`src/rtl/spi_txn_controller.sv`:
```
// SPI mode-0 transaction sequencer on top of an external clock divider.
// Frames multi-byte transfers with chip select and moves bytes over a valid/ready style host interface.
module spi_txn_controller #(
  parameter int LEN_W    = 4,
  parameter int CS_SETUP = 2,
  parameter int CS_HOLD  = 2
) (
  input  logic             i_clk,
  input  logic             i_rst_n,
  input  logic             i_req,
  input  logic [7:0]       i_divisor,
  input  logic [LEN_W-1:0] i_len,
  output logic             o_busy,
  output logic             o_err,
  input  logic [7:0]       i_tx_data,
  output logic             o_tx_ready,
  output logic [7:0]       o_rx_data,
  output logic             o_rx_valid,
  output logic             o_cs_n,
  output logic             o_mosi,
  input  logic             i_miso,
  output logic             o_sclk,
  output logic [8:0]       o_div_config,
  output logic             o_div_start_n,
  input  logic             i_div_idle,
  input  logic             i_div_clk
);

  typedef enum logic [2:0] {
    IDLE, CONFIG, CS_SETUP_ST, START, SHIFT, BYTE_END, CS_HOLD_ST, DONE
  } state_t;

  state_t           state_q, state_d;
  logic             busy_q, busy_d;
  logic             err_q, err_d;
  logic             rx_valid_q, rx_valid_d;
  logic [7:0]       rx_data_q, rx_data_d;
  logic             cs_n_q, cs_n_d;
  logic [8:0]       cfg_q, cfg_d;
  logic             start_n_q, start_n_d;
  logic [7:0]       cache_q, cache_d;
  logic [7:0]       div_q, div_d;
  logic [7:0]       tx_q, tx_d;
  logic [7:0]       rx_q, rx_d;
  logic [LEN_W-1:0] rem_q, rem_d;
  logic [3:0]       bit_q, bit_d;
  logic [7:0]       cnt_q, cnt_d;
  logic             seen_low_q, seen_low_d;
  logic             prev_clk_q;
  logic             tx_ready;
  logic             sclk_rise, sclk_fall;

  assign sclk_rise = i_div_clk & ~prev_clk_q;
  assign sclk_fall = ~i_div_clk & prev_clk_q;

  always_comb begin
    state_d    = state_q;
    busy_d     = busy_q;
    err_d      = 1'b0;
    rx_valid_d = 1'b0;
    rx_data_d  = rx_data_q;
    cs_n_d     = cs_n_q;
    cfg_d      = cfg_q;
    start_n_d  = start_n_q;
    cache_d    = cache_q;
    div_d      = div_q;
    tx_d       = tx_q;
    rx_d       = rx_q;
    rem_d      = rem_q;
    bit_d      = bit_q;
    cnt_d      = cnt_q;
    seen_low_d = seen_low_q;
    tx_ready   = 1'b0;

    unique case (state_q)
      IDLE: begin
        if (i_req) begin
          if (i_divisor < 8'd2 || i_len == '0) begin
            err_d = 1'b1;
          end else begin
            busy_d = 1'b1;
            div_d  = i_divisor;
            rem_d  = i_len;
            cnt_d  = 8'd0;
            if (i_divisor != cache_q) begin
              state_d    = CONFIG;
              cfg_d      = {i_divisor, 1'b1};
              seen_low_d = 1'b0;
            end else begin
              state_d = CS_SETUP_ST;
              cs_n_d  = 1'b0;
            end
          end
        end
      end
      // The divider acknowledges a load by dropping idle and raising it again.
      CONFIG: begin
        if (!i_div_idle) begin
          seen_low_d = 1'b1;
        end else if (seen_low_q) begin
          cfg_d   = 9'd0;
          cache_d = div_q;
          state_d = CS_SETUP_ST;
          cs_n_d  = 1'b0;
          cnt_d   = 8'd0;
        end
      end
      CS_SETUP_ST: begin
        if (cnt_q == 8'd0) begin
          tx_ready = 1'b1;
          tx_d     = i_tx_data;
        end
        if (cnt_q == 8'(CS_SETUP - 1)) begin
          state_d   = START;
          start_n_d = 1'b0;
          bit_d     = 4'd0;
          rx_d      = 8'd0;
        end else begin
          cnt_d = cnt_q + 8'd1;
        end
      end
      START: begin
        if (!i_div_idle) begin
          start_n_d = 1'b1;
          state_d   = SHIFT;
        end
      end
      SHIFT: begin
        if (sclk_rise && bit_q < 4'd8) begin
          rx_d  = {rx_q[6:0], i_miso};
          bit_d = bit_q + 4'd1;
        end
        if (sclk_fall) begin
          tx_d = {tx_q[6:0], 1'b0};
        end
        if (i_div_idle) begin
          state_d = BYTE_END;
        end
      end
      BYTE_END: begin
        rx_data_d  = rx_q;
        rx_valid_d = 1'b1;
        rem_d      = rem_q - LEN_W'(1);
        if (rem_q > LEN_W'(1)) begin
          tx_ready  = 1'b1;
          tx_d      = i_tx_data;
          state_d   = START;
          start_n_d = 1'b0;
          bit_d     = 4'd0;
          rx_d      = 8'd0;
        end else begin
          state_d = CS_HOLD_ST;
          cnt_d   = 8'd0;
        end
      end
      CS_HOLD_ST: begin
        if (cnt_q == 8'(CS_HOLD - 1)) begin
          cs_n_d  = 1'b1;
          state_d = DONE;
        end else begin
          cnt_d = cnt_q + 8'd1;
        end
      end
      DONE: begin
        busy_d  = 1'b0;
        state_d = IDLE;
      end
      default: state_d = IDLE;
    endcase
  end

  always_ff @(posedge i_clk or negedge i_rst_n) begin
    if (!i_rst_n) begin
      state_q    <= IDLE;
      busy_q     <= 1'b0;
      err_q      <= 1'b0;
      rx_valid_q <= 1'b0;
      rx_data_q  <= 8'd0;
      cs_n_q     <= 1'b1;
      cfg_q      <= 9'd0;
      start_n_q  <= 1'b1;
      cache_q    <= 8'd0;
      div_q      <= 8'd0;
      tx_q       <= 8'd0;
      rx_q       <= 8'd0;
      rem_q      <= '0;
      bit_q      <= 4'd0;
      cnt_q      <= 8'd0;
      seen_low_q <= 1'b0;
      prev_clk_q <= 1'b0;
    end else begin
      state_q    <= state_d;
      busy_q     <= busy_d;
      err_q      <= err_d;
      rx_valid_q <= rx_valid_d;
      rx_data_q  <= rx_data_d;
      cs_n_q     <= cs_n_d;
      cfg_q      <= cfg_d;
      start_n_q  <= start_n_d;
      cache_q    <= cache_d;
      div_q      <= div_d;
      tx_q       <= tx_d;
      rx_q       <= rx_d;
      rem_q      <= rem_d;
      bit_q      <= bit_d;
      cnt_q      <= cnt_d;
      seen_low_q <= seen_low_d;
      prev_clk_q <= i_div_clk;
    end
  end

  assign o_busy        = busy_q;
  assign o_err         = err_q;
  assign o_tx_ready    = tx_ready;
  assign o_rx_data     = rx_data_q;
  assign o_rx_valid    = rx_valid_q;
  assign o_cs_n        = cs_n_q;
  assign o_mosi        = tx_q[7];
  assign o_sclk        = i_div_clk & ~cs_n_q;
  assign o_div_config  = cfg_q;
  assign o_div_start_n = start_n_q;

endmodule
```
`config.mk`:
```
export PLATFORM = sky130hd
export DESIGN_NAME = spi_txn_controller
export DESIGN_NICKNAME = d
export VERILOG_FILES = /design/src/rtl/spi_txn_controller.sv
export SDC_FILE = /design/constraint.sdc
export NUM_CORES = 1
export LEC_CHECK = 0
export CAP_MARGIN = 30
export CORE_UTILIZATION = 40
export DETAILED_ROUTE_END_ITERATION = 8
export PLACE_DENSITY_LB_ADDON = 0.12
export SETUP_SLACK_MARGIN = 0.1
export SYNTH_ARGS = -nofsm -noshare
export SYNTH_HDL_FRONTEND = slang
export SYNTH_SLANG_ARGS = --single-unit
```
`constraint.sdc`:
```
create_clock -name i_clk -period 2.7 [get_ports i_clk]
set_input_delay 0.54 -clock i_clk [delete_from_list [all_inputs] [get_ports i_clk]]
set_output_delay 0.54 -clock i_clk [all_outputs]
set_load 0.005 [all_outputs]
```
# Word-level counts from Yosys, hierarchy flattened
# Index checks and enable logic that the tools add are counted.
# word_totals
regBits	75
in_bits	26
word_cells	145
# op_classes
order_cmp	3
muxes	64
eq_ne	26
n_reduce_logical	25
addsub	3
bitwise_logic	7
# op_table
operator	n
8-bit 2-to-1 mux	12
8-bit one-hot mux with 3 select lines	2
9-bit 2-to-1 mux	5
2-bit inequality test, second input constant	17
8-bit one-hot mux with 4 select lines	1
3-bit 2-to-1 mux	9
3-bit one-hot mux with 8 select lines	1
1-bit 2-to-1 mux	20
4-bit 2-to-1 mux	5
9-bit one-hot mux with 2 select lines	1
7-bit AND reduction	2
3-bit equality test, second input constant	4
4-bit one-hot mux with 3 select lines	1
3-bit AND reduction	4
4-bit AND reduction	3
3-bit nonzero test	3
8-bit by 1-bit adder with 8-bit output, second input constant	1
8-bit by 1-bit equality test with 1-bit output, second input constant	1
8-bit logical NOT	1
8-bit by 2-bit less-than comparator with 1-bit output, second input constant	1
8-bit inequality test	1
4-bit one-hot mux with 2 select lines	1
8-bit AND reduction	1
3-bit by 2-bit equality test with 1-bit output, second input constant	2
other kinds (19)	29

# Longest topological paths before layout
# depth
depth_word	5
mapped_depth	9
ltp_nobuf	8

# Least setup slack after synthesis
# No wires, ideal clock.
# synth_path
path_kind	reg-to-reg
start	register state_q[0]
end	register bit_q[2]
setup_ns	0.122
stages_incl_launch_ff	9
path_slack_ns	0.625
t_arrival_ns	1.953
path_cell_list	dfrtp_1 -> inv_1 -> ha_1 -> buf_4 -> nand2_2 -> or4_4 -> a221oi_4 -> o21ai_1 -> a32o_1
# synth_via
elab_chain_len	3
# synth_rtl
element	line_no	source
start, declared	33	state_t state_q, state_d;
start signal, assigned	192	state_q <= state_d;
3-bit equality test or 3-bit by 2-bit equality test with 1-bit output (tied branches)	75	unique case (state_q)
2-bit inequality test (no source line) or 3-bit nonzero test (tied branches)	--	
4-bit AND reduction (no source line)	--	
end signal, assigned	205	bit_q <= bit_d;
end, declared	46	logic [3:0] bit_q, bit_d;
# Parallel ways exist; a longest one is shown, timed or not.
# A chain may end at the register's enable or synchronous reset.

# Final worst setup path
# layout_path
start	register state_q[0]
end	output o_tx_ready
# layout_via
elab_chain_len	2
# layout_rtl
element	line_no	source
3-bit equality test or 3-bit by 2-bit equality test with 1-bit output (tied branches)	75	
1-bit one-hot mux with 2 select lines *	75	
end, declared	16	output logic o_tx_ready,
# Every way passes the cells marked *; elsewhere a longest branch is shown, timed or not.

==> results.md <==
* Element type at the critical path end: output port
* Cells after Synth at 358
* Yosys warnings at 0
* Root Buffer: clkbuf_8
* Post-Syn Area at 0.00383 mm2
* CTS tree: done
* CTS Buffer Depth at 2
* Clk_lat worst skew at approximately 0.35 ns
* Via density at between 5 and 6
* Inst Count DP at about 540
* Async SR Flop Fraction at 100%
* Die area at 0.00998 mm2
* Seq/Total Area, Yosys at between 40% and 50%
* H-Tree Depth at 3
* Gpl congestion at 0.751
* Synthesis-to-layout area growth at 25.8%
* Ant. Diodes at 0
* Top cells by area, synth: dfrtp_1, mux2_1, nand2_1, ha_1, nand3_2
* Antenna Nets Post-Route at 0
* Headroom to the max-slew limit at roughly 56%
* Post-layout nets at between 400 and 500
* GRT Overall Usage at 18.2%
* WL per Instance at 14.8 um
* Die Ht at between 90 and 100 um
* Max cap viols at 0
* # setup viols final at 0
* Largest area contributor in the netlist: dfrtp_1
* Hold_buf cts at 0
* Reg2Reg Launch Point: state_q[0]
* Critical Path Start Type: register
* Ratio of cells with drive above 1 in the final layout at between 10% and 20%
* Std-Cell Rows at 35
* Mean Syn Cell Area at between 10 and 15 um2
* Cell variety after synth at 56
* Peak supply drop at approximately 0.35 mV
* Worst clock skew at about 0.011 ns
* Post-synth top area share at 47.7%
* DRT Pass-1 Iters at 4
* Worst reg2reg path endpoint: cnt_q[6]
* Yosys reg bits at 75
* CTS Sinks at 75
* Status: completed
* Total number of vias at between 2000 and 3000
* CP Data Required Time at approximately 2.2 ns
* Slew @ Worst Pin at 0.654 ns
* FF-to-FF setup slack at about 0.34 ns
* Crit Path Class: register to output port
* Count leader, synth: dfrtp_1
* IO buf count at 50
* Syn Nets at between 300 and 400
* Worst hold-check path type: input port to asynchronous set/reset pin
* First-pass GRT wire length at 14200 um
* Most frequent cells after synthesis: dfrtp_1, nand2_1, nor2_1, inv_1, mux2_1
* Power Dens Cells at just under 1000 mW/mm2
* Pin count of the biggest net entering global routing at ~50
* Initial core utilization at 41.3%
* Slew Limit Fails at 0
* CP Max Fanout at 4
* RSZ-0062 raised after global routing: yes
* Synth Flop Type: dfrtp_1
* Initial antenna violation count at 0
* Routed WL at 8220 um
* Post-synth EDFFs at 0
* Worst EP arrival at ~2.0 ns
* Die W at about 100 um
* Period utilization at between 90% and 100%
* Min cycle time layout at 2.53 ns
* Core area at between 0.009 and 0.01 mm2
* HPWL Detailed at 5870 um
* P_leak at a little over 2 nW
* Vias in the first global route at about 2900
* Io pins at 51
* TritonCTS buffer count at 9
* Max Freq at about 0.40 GHz
* Worst-case reg-to-reg path depth at 7
* Residual DRC at 0
* Hold Fails Final Rpt at 0
* Cell Count, Final, Fillers Out at approximately 560
* Grt ovf at 0
* DR iter-0 viols at 87
* Reg clk slew, reported paths at roughly 0.080 ns
* Tot Pwr at around 4.7 mW
-- routing by layer --
metal	global-route usage (%)	vias up	part of all wire (%)
li1	-	1401	-
met1	23.9	1401	47
met2	29.9	30	49
met3	4.53	6	2.8
met4	5.09	0	0.75
met5	0	-	0
-- cells in the final DEF, fill, tap and decap left out, types with 3 or more instances in the layout --
cell type        instances
and3_1                   6
nor3_1                   4
nor2_1                  21
clkbuf_8                10
o21ai_0                 13
mux2i_1                  3
a31oi_1                  7
mux2_1                  14
buf_4                   17
nor4_1                   3
nand3_1                 12
clkdlybuf4s50_1         49
nand3b_1                 5
a21oi_1                 10
nand2b_1                 3
a22o_1                   8
inv_1                   18
dfrtp_1                 73
nand2_1                 37
o21ai_1                 11
nand3_2                 10
o21ai_2                  9
ha_1                    10
o221ai_1                 3
nor2b_1                  8
xor2_1                   8
inv_6                    3
-- cell families after synthesis --
kind of cell	share of synthesized area (%)
AND/OR/NAND/NOR	19.0
AO/OA/AOI/OAI	16.6
flip-flops	49.0
buffers and inverters	4.44
multiplexers	5.48
adder cells (fa/ha/maj)	3.59
XOR/XNOR	1.83
-- worst max-delay path by stage --
stage,startpoint,end
final,state_q[0],o_tx_ready
after floorplan,state_q[0],bit_q[2]
after detailed placement,i_divisor[5],cnt_q[4]
after global placement,i_divisor[5],cnt_q[3]
after CTS,state_q[0],o_tx_ready
after global routing,state_q[0],o_tx_ready
-- stage by stage --
stage | setup TNS, ns | hold WS (ns) | instance area, um2 | setup WS (ns) | utilization (%)
2_1_floorplan | 0 | 0.244 | 3830 | 0.625 | -
3_3_place_gp | 0 | 0.459 | 4550 | 0.0285 | 49.0
3_5_place_dp | -0.00591 | 0.467 | 4550 | -0.00591 | 49.0
4_1_cts | 0 | 0.236 | 4800 | 0.110 | 51.7
5_1_grt | 0 | 0.255 | 4820 | 0.0487 | 51.9
6_report | 0 | 0.210 | 4820 | 0.170 | 51.9
-- final cells by class --
cell class / instances / area (um2)
clock buffer: 10 / 138
clock inverter: 6 / 93.8
fill: 884 / 4460
inverter: 19 / 71.3
multi-input combinational: 248 / 1820
sequential: 75 / 1880
tap: 129 / 161
timing repair buffer: 68 / 658
-- sequential cells by signal (all words and copies together) (netlist names) --
signal         count
o_rx_data          8
tx_q               8
o_busy             1
prev_clk_q         1
state_q            3
bit_q              4
seen_low_q         1
o_div_start_n      1
cache_q            8
o_div_config       9
rx_q               8
rem_q              4
o_err              1
o_rx_valid         1
div_q              8
cnt_q              8
o_cs_n             1
-- critical path, cell delays in order (launching register included) --
cell,delay [ns]
dfrtp_1,0.43
inv_1,0.12
ha_1,0.18
nor2b_4,0.18
nand4_4,0.14
nand2_1,0.10
clkdlybuf4s50_1,0.51
-- power by group --
group | internal, mW | switching (mW)
logic | 0.919 | 1.06
registers | 1.48 | 0.255
clock network | 0.556 | 0.444
-- timing repair --
| action | in CTS | in global routing |
|---|---|---|
| gates resized for setup | 4 | 3 |
| endpoints found under the setup margin | 1 | 11 |
| setup buffers | 0 | 1 |
| pin swaps | 0 | 1 |
| gates cloned | 0 | 0 |
Note: power is estimated with default switching activity, not from simulation.
